[src/rtl/la_trig_pkg.sv]
// Shared trigger definitions: FSM state encoding, channel config bit
// positions, reset config value and the per-channel qualification function.
package la_trig_pkg;

  typedef logic [1:0] state_t;
  localparam state_t ST_IDLE      = 2'd0;
  localparam state_t ST_WAIT      = 2'd1;
  localparam state_t ST_TRIGGERED = 2'd2;

  localparam int CFG_W         = 5;
  localparam int CFG_DONT_CARE = 0;
  localparam int CFG_LOW_LVL   = 1;
  localparam int CFG_HIGH_LVL  = 2;
  localparam int CFG_NEG_L     = 3;
  localparam int CFG_POS_H     = 4;

  localparam logic [CFG_W-1:0] CFG_DEFAULT = 5'h01;

  // OR of every enabled term; an all-zero config never qualifies.
  function automatic logic chan_qualify(input logic [CFG_W-1:0] cfg,
                                        input logic s2_l, input logic s2_h,
                                        input logic s3_l, input logic s3_h);
    chan_qualify = cfg[CFG_DONT_CARE]
                 | (cfg[CFG_LOW_LVL]  & ~s2_l)
                 | (cfg[CFG_HIGH_LVL] &  s2_h)
                 | (cfg[CFG_NEG_L]    &  s3_l & ~s2_l)
                 | (cfg[CFG_POS_H]    & ~s3_h &  s2_h);
  endfunction

endpackage

[src/rtl/chan_trig_unit_if.sv]
// Configuration register bus of the channel trigger unit.
interface chan_trig_unit_if;
  logic       cfg_wr;
  logic [3:0] cfg_addr;
  logic [7:0] cfg_data;
  logic [7:0] cfg_rd_data;

  modport master (output cfg_wr, output cfg_addr, output cfg_data, input cfg_rd_data);
  modport slave  (input cfg_wr, input cfg_addr, input cfg_data, output cfg_rd_data);
endinterface

[src/rtl/chan_trig_qual.sv]
// One analog channel pair: 2-flop synchronizer, history flop and the
// combinational qualification against the channel config.
module chan_trig_qual
  import la_trig_pkg::*;
(
  input  logic             clk,
  input  logic             rst_n,
  input  logic             chl,
  input  logic             chh,
  input  logic [CFG_W-1:0] cfg,
  output logic             chtrig
);

  // bit 0 carries CHL, bit 1 carries CHH
  logic [1:0] s1_q, s1_d;
  logic [1:0] s2_q, s2_d;
  logic [1:0] s3_q, s3_d;

  always_comb begin
    s1_d = {chh, chl};
    s2_d = s1_q;
    s3_d = s2_q;
  end

  always_ff @(posedge clk or negedge rst_n) begin
    if (!rst_n) begin
      s1_q <= 2'b00;
      s2_q <= 2'b00;
      s3_q <= 2'b00;
    end else begin
      s1_q <= s1_d;
      s2_q <= s2_d;
      s3_q <= s3_d;
    end
  end

  always_comb chtrig = chan_qualify(cfg, s2_q[0], s2_q[1], s3_q[0], s3_q[1]);

endmodule

[src/rtl/chan_trig_unit.sv]
// Multi-channel analog trigger: per-channel qualification, config registers
// and an occurrence-counting trigger FSM with sticky flag and one-cycle pulse.
module chan_trig_unit
  import la_trig_pkg::*;
#(
  parameter int NUM_CH = 5,
  parameter int CNT_W  = 8
) (
  input  logic                clk,
  input  logic                rst_n,
  input  logic [NUM_CH-1:0]   CHL,
  input  logic [NUM_CH-1:0]   CHH,
  chan_trig_unit_if.slave     cfg_bus,
  input  logic                armed,
  input  logic                protTrig,
  input  logic                clr_trig,
  output logic [NUM_CH-1:0]   CHTrig,
  output logic                trig_pulse,
  output logic                triggered
);

  localparam logic [CNT_W-1:0] CNT_ZERO = {CNT_W{1'b0}};
  localparam logic [CNT_W-1:0] CNT_ONE  = {{(CNT_W-1){1'b0}}, 1'b1};
  localparam logic [CNT_W-1:0] CNT_MAX  = {CNT_W{1'b1}};

  logic [CFG_W-1:0] ch_cfg_q [NUM_CH];
  logic [CFG_W-1:0] ch_cfg_d [NUM_CH];
  logic [CNT_W-1:0] count_reg_q, count_reg_d;
  logic [CNT_W-1:0] occ_cnt_q, occ_cnt_d;
  state_t           state_q, state_d;
  logic             match_q, match_d;
  logic             trig_pulse_q, trig_pulse_d;
  logic             triggered_q, triggered_d;

  logic             match_s, rise_s, reach_s;
  logic [CNT_W-1:0] thresh_s, cnt_inc_s;
  logic [7:0]       rd_data_s;
  logic             unused_cfg_bits;

  assign unused_cfg_bits = ^cfg_bus.cfg_data;

  for (genvar g = 0; g < NUM_CH; g++) begin : g_ch
    chan_trig_qual u_qual (
      .clk    (clk),
      .rst_n  (rst_n),
      .chl    (CHL[g]),
      .chh    (CHH[g]),
      .cfg    (ch_cfg_q[g]),
      .chtrig (CHTrig[g])
    );
  end

  always_comb begin
    for (int i = 0; i < NUM_CH; i++) begin
      if (cfg_bus.cfg_wr && (cfg_bus.cfg_addr == 4'(i))) begin
        ch_cfg_d[i] = cfg_bus.cfg_data[CFG_W-1:0];
      end else begin
        ch_cfg_d[i] = ch_cfg_q[i];
      end
    end
    if (cfg_bus.cfg_wr && (cfg_bus.cfg_addr == 4'(NUM_CH))) begin
      count_reg_d = cfg_bus.cfg_data[CNT_W-1:0];
    end else begin
      count_reg_d = count_reg_q;
    end
  end

  // Readback is an OR of address-gated registers; unmapped addresses read zero.
  always_comb begin
    rd_data_s = 8'h00;
    for (int i = 0; i < NUM_CH; i++) begin
      rd_data_s = rd_data_s | ({3'b000, ch_cfg_q[i]} & {8{cfg_bus.cfg_addr == 4'(i)}});
    end
    rd_data_s = rd_data_s | (8'(count_reg_q) & {8{cfg_bus.cfg_addr == 4'(NUM_CH)}});
  end

  assign cfg_bus.cfg_rd_data = rd_data_s;

  always_comb begin
    match_s   = (&CHTrig) & protTrig & armed;
    rise_s    = match_s & ~match_q;
    thresh_s  = (count_reg_q == CNT_ZERO) ? CNT_ONE : count_reg_q;
    cnt_inc_s = (occ_cnt_q == CNT_MAX) ? occ_cnt_q : occ_cnt_q + CNT_ONE;
    reach_s   = (cnt_inc_s >= thresh_s);
  end

  // The edge-detect history is held low while idle, so a match already
  // present when the engine arms counts as the first rising match.
  always_comb begin
    state_d      = state_q;
    occ_cnt_d    = occ_cnt_q;
    trig_pulse_d = 1'b0;
    match_d      = match_s;
    case (state_q)
      ST_IDLE: begin
        occ_cnt_d = CNT_ZERO;
        match_d   = 1'b0;
        if (armed) begin
          state_d = ST_WAIT;
        end else begin
          state_d = ST_IDLE;
        end
      end
      ST_WAIT: begin
        if (!armed || clr_trig) begin
          state_d   = ST_IDLE;
          occ_cnt_d = CNT_ZERO;
        end else if (rise_s) begin
          occ_cnt_d = cnt_inc_s;
          if (reach_s) begin
            state_d      = ST_TRIGGERED;
            trig_pulse_d = 1'b1;
          end else begin
            state_d = ST_WAIT;
          end
        end else begin
          state_d = ST_WAIT;
        end
      end
      ST_TRIGGERED: begin
        if (!armed || clr_trig) begin
          state_d   = ST_IDLE;
          occ_cnt_d = CNT_ZERO;
        end else begin
          state_d = ST_TRIGGERED;
        end
      end
      default: begin
        state_d   = ST_IDLE;
        occ_cnt_d = CNT_ZERO;
      end
    endcase
    triggered_d = (state_d == ST_TRIGGERED);
  end

  always_ff @(posedge clk or negedge rst_n) begin
    if (!rst_n) begin
      for (int i = 0; i < NUM_CH; i++) begin
        ch_cfg_q[i] <= CFG_DEFAULT;
      end
      count_reg_q  <= CNT_ONE;
      occ_cnt_q    <= CNT_ZERO;
      state_q      <= ST_IDLE;
      match_q      <= 1'b0;
      trig_pulse_q <= 1'b0;
      triggered_q  <= 1'b0;
    end else begin
      ch_cfg_q     <= ch_cfg_d;
      count_reg_q  <= count_reg_d;
      occ_cnt_q    <= occ_cnt_d;
      state_q      <= state_d;
      match_q      <= match_d;
      trig_pulse_q <= trig_pulse_d;
      triggered_q  <= triggered_d;
    end
  end

  assign trig_pulse = trig_pulse_q;
  assign triggered  = triggered_q;

endmodule

[src/flat_wrapper.sv]
// flat-port wrapper written by rule: the top's interface ports become plain ports
module chan_trig_unit_flat import la_trig_pkg::*;
#(
  parameter int NUM_CH = 5,
  parameter int CNT_W  = 8
)
  (clk, rst_n, CHL, CHH, armed, protTrig, clr_trig, CHTrig, trig_pulse, triggered, cfg_bus_cfg_wr, cfg_bus_cfg_addr, cfg_bus_cfg_data, cfg_bus_cfg_rd_data);
  chan_trig_unit_if cfg_bus_i ();
  input  logic clk;
  input  logic rst_n;
  input  logic [NUM_CH-1:0] CHL;
  input  logic [NUM_CH-1:0] CHH;
  input  logic armed;
  input  logic protTrig;
  input  logic clr_trig;
  output logic [NUM_CH-1:0] CHTrig;
  output logic trig_pulse;
  output logic triggered;
  input wire logic [$bits(cfg_bus_i.cfg_wr)-1:0] cfg_bus_cfg_wr;
  input wire logic [$bits(cfg_bus_i.cfg_addr)-1:0] cfg_bus_cfg_addr;
  input wire logic [$bits(cfg_bus_i.cfg_data)-1:0] cfg_bus_cfg_data;
  output wire logic [$bits(cfg_bus_i.cfg_rd_data)-1:0] cfg_bus_cfg_rd_data;
  assign cfg_bus_i.cfg_wr = cfg_bus_cfg_wr;
  assign cfg_bus_i.cfg_addr = cfg_bus_cfg_addr;
  assign cfg_bus_i.cfg_data = cfg_bus_cfg_data;
  assign cfg_bus_cfg_rd_data = cfg_bus_i.cfg_rd_data;
  chan_trig_unit #(.NUM_CH(NUM_CH), .CNT_W(CNT_W)) u_core (.clk(clk), .rst_n(rst_n), .CHL(CHL), .CHH(CHH), .cfg_bus(cfg_bus_i), .armed(armed), .protTrig(protTrig), .clr_trig(clr_trig), .CHTrig(CHTrig), .trig_pulse(trig_pulse), .triggered(triggered));
endmodule
[config.mk]
export PLATFORM = sky130hd
export DESIGN_NAME = chan_trig_unit_flat
export DESIGN_NICKNAME = d
export VERILOG_FILES = /design/src/rtl/la_trig_pkg.sv /design/src/rtl/chan_trig_unit_if.sv /design/src/rtl/chan_trig_qual.sv /design/src/rtl/chan_trig_unit.sv /design/src/flat_wrapper.sv
export SDC_FILE = /design/constraint.sdc
export NUM_CORES = 1
export LEC_CHECK = 0
export CORE_MARGIN = 3
export CORE_UTILIZATION = 25
export DETAILED_ROUTE_END_ITERATION = 10
export SLEW_MARGIN = 0
export SYNTH_ARGS = -nofsm -noshare
export SYNTH_HDL_FRONTEND = slang
export SYNTH_SLANG_ARGS = --single-unit
[constraint.sdc]
create_clock -name clk -period 2.35 [get_ports clk]
set_input_delay 0.3525 -clock clk [delete_from_list [all_inputs] [get_ports clk]]
set_output_delay 0.3525 -clock clk [all_outputs]
set_load 0.01 [all_outputs]
# After elaboration in Yosys (flattened, before gate mapping)
# Index checks and enable logic that the tools add are counted.
# classes
addsub	1
n_lt_le_gt_ge	1
eq_ne	11
n_mux	17
bitwise_logic	75
n_reduce_logical	13
# ops
operator	count
$and 5x8->8	5
$mux 8	5
$or 8x8->8	5
$and 1x1->1	33
$or 1x1->1	20
$pmux 8 s2	1
$not 1->1	11
$add 8x1->8 const B	1
$and 8x8->8	1
$eq 4x2->1 const B	2
$eq 4x3->1 const B	2
$eq 8x8->1 const B	1
$ge 8x8->1	1
$logic_not 8->1	1
$mux 2	4
$logic_and 1x1->1	6
$mux 1	6
$pmux 2 s3	1
$reduce_and 5->1	1
$eq 2x2->1 const B	2
$eq 4x1->1 const B	1
$logic_not 4->1	1
$ne 3x1->1 const B	1
$eq 2x1->1 const B	1
other kinds (5)	5
# totals
register_bits	76
inputBits	28
elab_cells	144

# Depth between registers and ports, before layout
# Gate-level depths: netlist of run 1.
# depth
word_depth	14
depth_mapped	11
mapped_depth_nobuf	11

# Hierarchy
# From an unflattened synthesis of run 1, not the netlist that was laid out.
# unflattened
hier_cells	274
area_unflattened_um2	3452.1
# by_module_without_submodules
module	n_inst	cells_per_inst	area_per_inst_um2	seq_area_each_um2
chan_trig_unit	1	224	2557.5	1158.6
chan_trig_qual	5	10	178.9	150.1

# Worst setup path after synthesis of run 1
# No wires, ideal clock.
# synth_path
path_type	flip-flop to flip-flop
from	reg u_core.occ_cnt_q[0]
to	reg u_core.state_q[0]
setup_ns	0.084
t_arrival_ns	2.429
t_required_ns	2.266
setup_slack_ns	-0.163
path_stages_with_launch	12
n_path_buf	0
period_less_slack_ns	2.513
cell_sequence	dfrtp_1 > ha_1 > a41oi_1 > nand3_1 > xnor2_1 > ha_1 > a21o_1 > a21o_1 > a21oi_1 > o31a_1 > o21bai_1 > a21boi_0
# synth_between
elab_chain_cells	7
word_cells_on_any_way	8
classes_between	add/sub (1); order compare (1); eq/ne (1); mux (5)
# synth_rtl
element	line	rtl
start: declaration	chan_trig_unit.sv:29	logic [CNT_W-1:0] occ_cnt_q, occ_cnt_d;
start signal: assignment	chan_trig_unit.sv:150	occ_cnt_q <= occ_cnt_d;
$add 8x1->8 or $eq 8x8->1 (tied branches)	chan_trig_unit.sv:83	cnt_inc_s = (occ_cnt_q == CNT_MAX) ? occ_cnt_q : occ_cnt_q + CNT_ONE;
$mux 8 *	chan_trig_unit.sv:83	
$ge 8x8->1 *	chan_trig_unit.sv:84	reach_s = (cnt_inc_s >= thresh_s);
$mux 2 *	chan_trig_unit.sv:110	if (reach_s) begin
$mux 2 *	chan_trig_unit.sv:108	end else if (rise_s) begin
$mux 2 *	chan_trig_unit.sv:105	if (!armed || clr_trig) begin
$pmux 2 s3 *	chan_trig_unit.sv:94	case (state_q)
net u_core.state_d[0]	chan_trig_unit.sv:30	state_t state_q, state_d;
end signal: assignment	chan_trig_unit.sv:151	state_q <= state_d;
end: declaration	chan_trig_unit.sv:30	
# Mark *: on every way through the listed nets, which the timed path passes. The rest lies on a longest branch.
# A chain may end at the register's enable or synchronous reset.

# Worst setup path in the final report of run 1
# layout_path
from	reg u_core.occ_cnt_q[0]
to	reg u_core.state_q[1]
# The elaborated chain is that of the path after synthesis.

==> results of run 1 <==
==> what timing repair did <==
action	CTS	global route
setup buffers	4	2
gates cloned	0	0
endpoints found under the hold margin	3	0
pin swaps	15	4
gates resized for setup	11	12
hold buffers	1	0
setup endpoints to repair	12	12
==> power groups by stage <==
stage	Clock, uW	Sequential [uW]	Combinational, uW
2_1_floorplan	0	1590	378
5_1_grt	1470	1640	694
3_5_place_dp	0	1630	635
3_3_place_gp	0	1630	620
4_1_cts	1420	1610	645
6_report	1380	1610	633
==> cells in the mapped netlist, drive strengths merged, types with 2 or more instances <==
library cell  instances  area share (%)
nand2b                2            0.37
dfrtp                70              51
o21a                  3            0.66
or2                   2            0.37
nand2                19             2.1
a21oi                11             1.6
clkbuf                3            0.33
o2bb2ai               4             1.0
nor2b                 8             1.5
buf                   7             1.5
o21bai                3            0.66
o211ai                5             1.2
inv                  15             1.6
nand3                11             1.6
xnor2                 2            0.51
nand3b                2            0.44
dfstp                 6             4.6
a21o                  3            0.66
and3                  2            0.37
nor2                 16             1.8
nor4                  2            0.37
mux2                 34              11
xor2                  2            0.51
a221oi                2            0.51
or4                   3            0.77
nand4                 3            0.55
ha                    9             3.3
mux2i                10             2.9
o221ai                5             1.5
o21ai                 3            0.44
and2                  3            0.55
==> flip-flops by register name (all words and copies together), names as in the netlist, 2 cells and up <==
signal                   cells
u_core.ch_cfg_q             25
u_core.g_ch.u_qual.s1_q     10
u_core.g_ch.u_qual.s2_q     10
u_core.g_ch.u_qual.s3_q     10
u_core.count_reg_q           8
u_core.occ_cnt_q             8
u_core.state_q               2
==> kinds of logic (layout without fill, tap and decap cells) <==
family | after synthesis | in the layout | synth area share, %
fa+ha+maj | 9 | 9 | 3.29
simple gates | 76 | 76 | 11.4
compound gates | 47 | 47 | 10.3
buf+inv | 25 | 116 | 3.51
flops | 76 | 76 | 55.8
xor+xnor | 4 | 4 | 1.02
mux | 45 | 45 | 14.8
==> final cells by class <==
| type | count | area, sq um | share of cell area [%] |
|---|---|---|---|
| well taps | 176 | 220 | 4.67 |
| clock buffers | 10 | 239 | 5.06 |
| flip-flops and latches | 76 | 1910 | 40.5 |
| repair buffers | 85 | 739 | 15.7 |
| multi-input cells | 181 | 1490 | 31.6 |
| inverters | 15 | 56.3 | 1.19 |
| clock inverters | 6 | 63.8 | 1.35 |
==> worst register-to-register path, stage by stage (launching register included) <==
cell,delay (ps)
dfrtp_2,430
ha_4,180
a41oi_4,230
nand3_2,130
xnor2_2,160
ha_1,290
a21o_1,160
a21o_1,160
a21oi_2,120
o31a_1,220
buf_4,140
o21bai_1,60
==> metal layers <==
metal	up-vias	track usage [%]	part of all wire, %
met5	-	0	0
met4	0	4.43	1.3
met3	10	2.33	3.5
met2	46	19.5	51
met1	1244	14.9	44
li1	1188	-	-
==> layout by cell type (no fill, tap or decap), types with 3 or more instances in the layout <==
| cell | count |
|---|---|
| a21oi_1 | 10 |
| o21bai_1 | 3 |
| o21ai_0 | 3 |
| dfrtp_1 | 69 |
| nor2b_1 | 7 |
| o221ai_1 | 4 |
| nand4_1 | 3 |
| dfstp_2 | 6 |
| buf_4 | 43 |
| clkbuf_16 | 9 |
| nand3_1 | 9 |
| inv_1 | 15 |
| mux2_2 | 33 |
| clkdlybuf4s50_1 | 33 |
| nand2_1 | 19 |
| o2bb2ai_1 | 4 |
| o211ai_1 | 4 |
| a21o_1 | 3 |
| ha_1 | 8 |
| o21a_1 | 3 |
| and2_1 | 3 |
| mux2i_1 | 10 |
| nor2_1 | 14 |
| dlymetal6s2s_1 | 3 |
==> stage by stage <==
| step | cells | cell area, sq um | setup slack (ps) | TNS [ps] |
|---|---|---|---|---|
| after floorplan | 282 | 3490 | 2.71 | 0 |
| after global placement | 526 | 4340 | -169 | -969 |
| after detailed placement | 526 | 4340 | -167 | -1170 |
| after CTS | 547 | 4690 | -19.6 | -27.5 |
| after global routing | 549 | 4720 | -168 | -561 |
| final | 549 | 4720 | -31.0 | -56.8 |
==> path summary, 6_finish.rpt <==
path	start	to	slack (ps)	depth (start not counted)
setup / recovery	u_core.occ_cnt_q[0]$_DFFE_PN0P_	u_core.state_q[1]$_DFF_PN0_	-30	11
hold reg to reg	u_core.g_ch[4].u_qual.s1_q[1]$_DFF_PN0_	u_core.g_ch[4].u_qual.s2_q[1]$_DFF_PN0_	350	0
hold / removal	u_core.g_ch[4].u_qual.s1_q[1]$_DFF_PN0_	u_core.g_ch[4].u_qual.s2_q[1]$_DFF_PN0_	350	0
min in group asynchronous	rst_n	u_core.g_ch[2].u_qual.s1_q[1]$_DFF_PN0_	530	2
max in group asynchronous	rst_n	u_core.ch_cfg_q[20]$_DFFE_PN1P_	1160	3
setup reg to reg	u_core.occ_cnt_q[0]$_DFFE_PN0P_	u_core.state_q[1]$_DFF_PN0_	-30	11
==> impl_metrics.toml, run 1 <==
[outcome]
status = "complete, but fails checks"
violations = "setup timing"

[worst_setup_path]
setup.worst_path.class = "reg -> reg"
crit_required_ps = 2560
cp.arrival_ps = 2600
crit_fanout = 3
endpoint_kind = "flop"
path_buf_inv = 1
cp_slowest_stage_delay_ps = 430
cpMostUsedCell = "a21o_1"
crit_family = "compound AO/OA/AOI/OAI gates"
slowest_stage = "dfrtp_2"
critPathLaunchType = "flop"
crit_chain = "ha_4, a41oi_4, nand3_2, xnor2_2, ha_1, a21o_1, a21o_1, a21oi_2, o31a_1, buf_4, o21bai_1"

[final_layout]
fin_util_pct = 35.5
layout-drive-gt1-share_pct = 32.7
nets = 405
n_antenna_cell = 0
syn_to_final_growth_pct = 37.9
nFillCells = 1327

[power_and_ir_drop]
netSwitchingFraction_pct = 25.8
p_clk_share_pct = 38.2
seq_power_share_pct = 44.4
p_per_area_mw_per_mm2 = 768
peakVddDrop_uv = 459
netSwitchingPower_uw = 935
p_int_uw = 2690
pwr-share-comb_pct = 17.4
power_uw = 3630
p_leak_uw = 0.00211

[clock_tree]
clk-insertion-delay-late_ps = 330
cts.sinks = 76
clockBufferDepth = 2
cts-htree-levels = 3
path_clk_slew_ps = 60
clock-root-buffer = "clkbuf_16"
cts_buffers = 9
cts_tree = "done"

[routing]
drc_errors = 0
vias_per_cell = 4.53
firstDrtPassIters = 4
num_vias = 2488
drt_iter0_markers = 82
wl_per_cell_um = 14.7
antenna_left = 0
wl_um = 8070

[sta]
maxSlewHeadroom_pct = 67.0
timing.final.ws_setup_ps = -31.0
clock_skew_ps = 7.37
rsz0062_at_grt = "yes"
worst_slew_pin_slew_ps = 496
report.final.slew_viol_count = 0
fmax_ghz = 0.420
finalHoldViolCount = 0
fin_crit_sh_pct = 101
period_needed_ps = 2380
finalSetupViolations = 3
finalHoldWorstSlack_ps = 346

[flow_run]
cap_violations = 0

[synth]
async_flop_share_pct = 100
synth_area_sq_mm = 0.00342
synth_fp_nets = 319
synthFlopType = "dfrtp_1"
ys_ff_latch = 76
netlist-cell-type-count = 48
avgSynthCellArea_sq_um = 12.1
synthCells = 282
yosysSeqAreaShare_pct = 55.8
yosysWarnings = 0
synth_edf_count = 0

[floorplanning]
coreArea_sq_mm = 0.0133
die_width_um = 123
num_rows = 42
io_pins = 43
dieArea_sq_mm = 0.0151
start_util_pct = 25.7
die_h_um = 123

[placement]
gp_congestion = 0.794
dp_hpwl_um = 6150
port_buffers = 42

[global_routing]
grt_antenna_before_repair = 0
grt_pass1_vias = 2643
grt_max_degree = 38
grt_overflow = 0
grt_usage_pct = 11.6
grt_pass1_wl_um = 13700

[min_path]
holdCritPathClass = "reg -> reg"
Note: power is estimated with default switching activity, not from simulation.
==> run 2: changes to the inputs <==
Settings changed: CAP_MARGIN from default to 20, CORE_MARGIN 3 to 5.
==> impl_metrics.toml, run 2 (same netlist as run 1, synthesis figures left out) <==
[worst_setup_path]
critPathLaunchType = "flop"
slowest_stage = "dfrtp_2"
crit_family = "compound AO/OA/AOI/OAI gates"
path_buf_inv = 1
reg2reg_depth = 11
cp_slowest_stage_delay_ps = 440
setup.worst_path.class = "reg -> reg"
crit_chain = "ha_4, a41oi_4, nand3_2, xnor2_2, ha_1, a21o_1, a21o_1, a21oi_1, o31a_1, buf_4, o21bai_1"
endpoint_kind = "flop"
worstSetupPathDepth = 11
crit_fanout = 4
r2r-end = "u_core.triggered$_DFF_PN0_"
crit_required_ps = 2560
cp.arrival_ps = 2590
cpMostUsedCell = "a21o_1"
rrSetupSlack_ps = -30
r2r-start = "u_core.occ_cnt_q[1]$_DFFE_PN0P_"

[floorplanning]
start_util_pct = 25.6
die_h_um = 127
num_rows = 42
dieArea_sq_mm = 0.0161
coreArea_sq_mm = 0.0133
io_pins = 43
die_width_um = 127

[global_routing]
grt_usage_pct = 10.3
use_met3_pct = 2.59
grt_pass1_vias = 2655
grt_pass1_wl_um = 13300
grt_max_degree = 46
grt_antenna_before_repair = 0
use_met2_pct = 16.9
met1_usage_pct = 13.3
grt_overflow = 0
grt.busiest_layer = "met2"

[routing]
num_vias = 2456
drt_iter0_markers = 115
drc_errors = 0
wl_um = 8050
wl_per_cell_um = 14.8
vias_per_cell = 4.52
firstDrtPassIters = 5
antenna_left = 0

[min_path]
hp-start = "u_core.g_ch[3].u_qual.s1_q[1]$_DFF_PN0_"
hold_depth = 0
holdCritPathClass = "reg -> reg"
hold_end = "u_core.g_ch[3].u_qual.s2_q[1]$_DFF_PN0_"

[clock_tree]
clk-insertion-delay-late_ps = 320
cts_tree = "done"
cts.sinks = 76
cts-htree-levels = 3
clockBufferDepth = 2
clock-root-buffer = "clkbuf_16"
cts_buffers = 9
path_clk_slew_ps = 60

[outcome]
violations = "setup timing"
status = "complete, but fails checks"

[power_and_ir_drop]
p_leak_uw = 0.00211
pwr-share-comb_pct = 16.4
p_int_uw = 2810
peakVddDrop_uv = 417
power_uw = 3710
netSwitchingPower_uw = 897
seq_power_share_pct = 43.6
p_per_area_mw_per_mm2 = 782
netSwitchingFraction_pct = 24.2
p_clk_share_pct = 39.9

[sta]
report.final.slew_viol_count = 0
finalSetupViolations = 3
finalHoldViolCount = 0
maxSlewHeadroom_pct = 69.6
rsz0062_at_grt = "yes"
finalHoldWorstSlack_ps = 347
fmax_ghz = 0.420
clock_skew_ps = 5.63
timing.final.ws_setup_ps = -31.9
worst_slew_pin_slew_ps = 456
period_needed_ps = 2380
fin_crit_sh_pct = 101

[placement]
gp_congestion = 0.840
port_buffers = 42
dp_hpwl_um = 6090

[final_layout]
regMostFlops = "u_core.ch_cfg_q"
layout-drive-gt1-share_pct = 31.6
final_common_cell = "dfrtp_1"
final_cell_mix = "dfrtp_1 (68), buf_4 (35), mux2_2 (33), clkdlybuf4s50_1 (32), nand2_1 (18)"
syn_to_final_growth_pct = 38.6
largest_reg_flops = 25
nets = 399
n_antenna_cell = 0

[flow_run]
cap_violations = 0
==> run 2: cell count changes in the layout (fill, tap and decap cells not counted), moves of 2 or more <==
| cell | change |
|---|---|
| buf_4 | -8 |
| clkbuf_2 | -2 |
| clkdlybuf4s15_1 | -2 |
| dlygate4sd2_1 | +5 |
| buf_12 | +2 |
| mux2i_2 | +2 |
| mux2i_1 | -2 |
==> run 2: what timing repair did <==
item / 4_1_cts / 5_1_grt
setup buffers: 5 / 2
hold buffers: 1 / 0
resized for setup: 10 / 9
setup endpoints to repair: 12 / 7
cloned: 0 / 0
pin swaps: 14 / 10
hold endpoints to repair: 28 / 0
==> run 2: how the worst max path moves through the flow <==
stage,endpoint,slack (ps),startpoint
floorplan,u_core.state_q[0]$_DFF_PN0_,3,u_core.occ_cnt_q[0]$_DFFE_PN0P_
global placement,u_core.state_q[0]$_DFF_PN0_,-200,u_core.occ_cnt_q[1]$_DFFE_PN0P_
detailed placement,u_core.state_q[0]$_DFF_PN0_,-280,u_core.occ_cnt_q[1]$_DFFE_PN0P_
CTS,u_core.triggered$_DFF_PN0_,-30,u_core.occ_cnt_q[4]$_DFFE_PN0P_
global route,u_core.state_q[0]$_DFF_PN0_,-100,u_core.occ_cnt_q[1]$_DFFE_PN0P_
finish,u_core.triggered$_DFF_PN0_,-30,u_core.occ_cnt_q[1]$_DFFE_PN0P_
==> run 2: worst register-to-register path, delay by kind of cell, from the launching register on <==
kind,cells,cell delay [ps]
flops,1,440
xor+xnor,1,190
compound gates,6,890
fa+ha+maj,2,470
simple gates,1,130
buf+inv,1,150
==> run 2: power by group through the flow <==
stage	logic (uW)	clock network, uW	registers (uW)
after floorplan	378	0	1590
after global placement	595	0	1640
after detailed placement	606	0	1640
after CTS	616	1520	1620
after global routing	672	1590	1640
final	610	1480	1620
==> run 2: final cells by class <==
class | count | area (sq um)
Tap cell | 176 | 220
Clock inverter | 4 | 72.6
Timing Repair Buffer | 79 | 723
Sequential cell | 76 | 1910
Fill cell | 1329 | 8600
Inverter | 15 | 56.3
Clock buffer | 12 | 256
Multi-Input combinational cell | 181 | 1500
==> run 2: per-layer routing <==
| metal | vias to the layer above | wire, um |
|---|---|---|
| li1 | 1169 | - |
| met1 | 1204 | 3710 |
| met2 | 67 | 3860 |
| met3 | 16 | 303 |
| met4 | 0 | 165 |
| met5 | - | 0 |
==> run 2: per-stage QoR <==
step / instance area, sq um / std cells / utilization, % / worst slack, ps / TNS (ps)
final: 4740 / 543 / 35.5 / -31.9 / -59.6
after global routing: 4740 / 543 / 35.5 / -105 / -304
after CTS: 4690 / 541 / 35.2 / -29.7 / -48.8
after detailed placement: 4310 / 519 / 32.3 / -279 / -1570
after global placement: 4310 / 519 / 32.3 / -196 / -1170
after floorplan: 3490 / 282 / - / 2.71 / 0
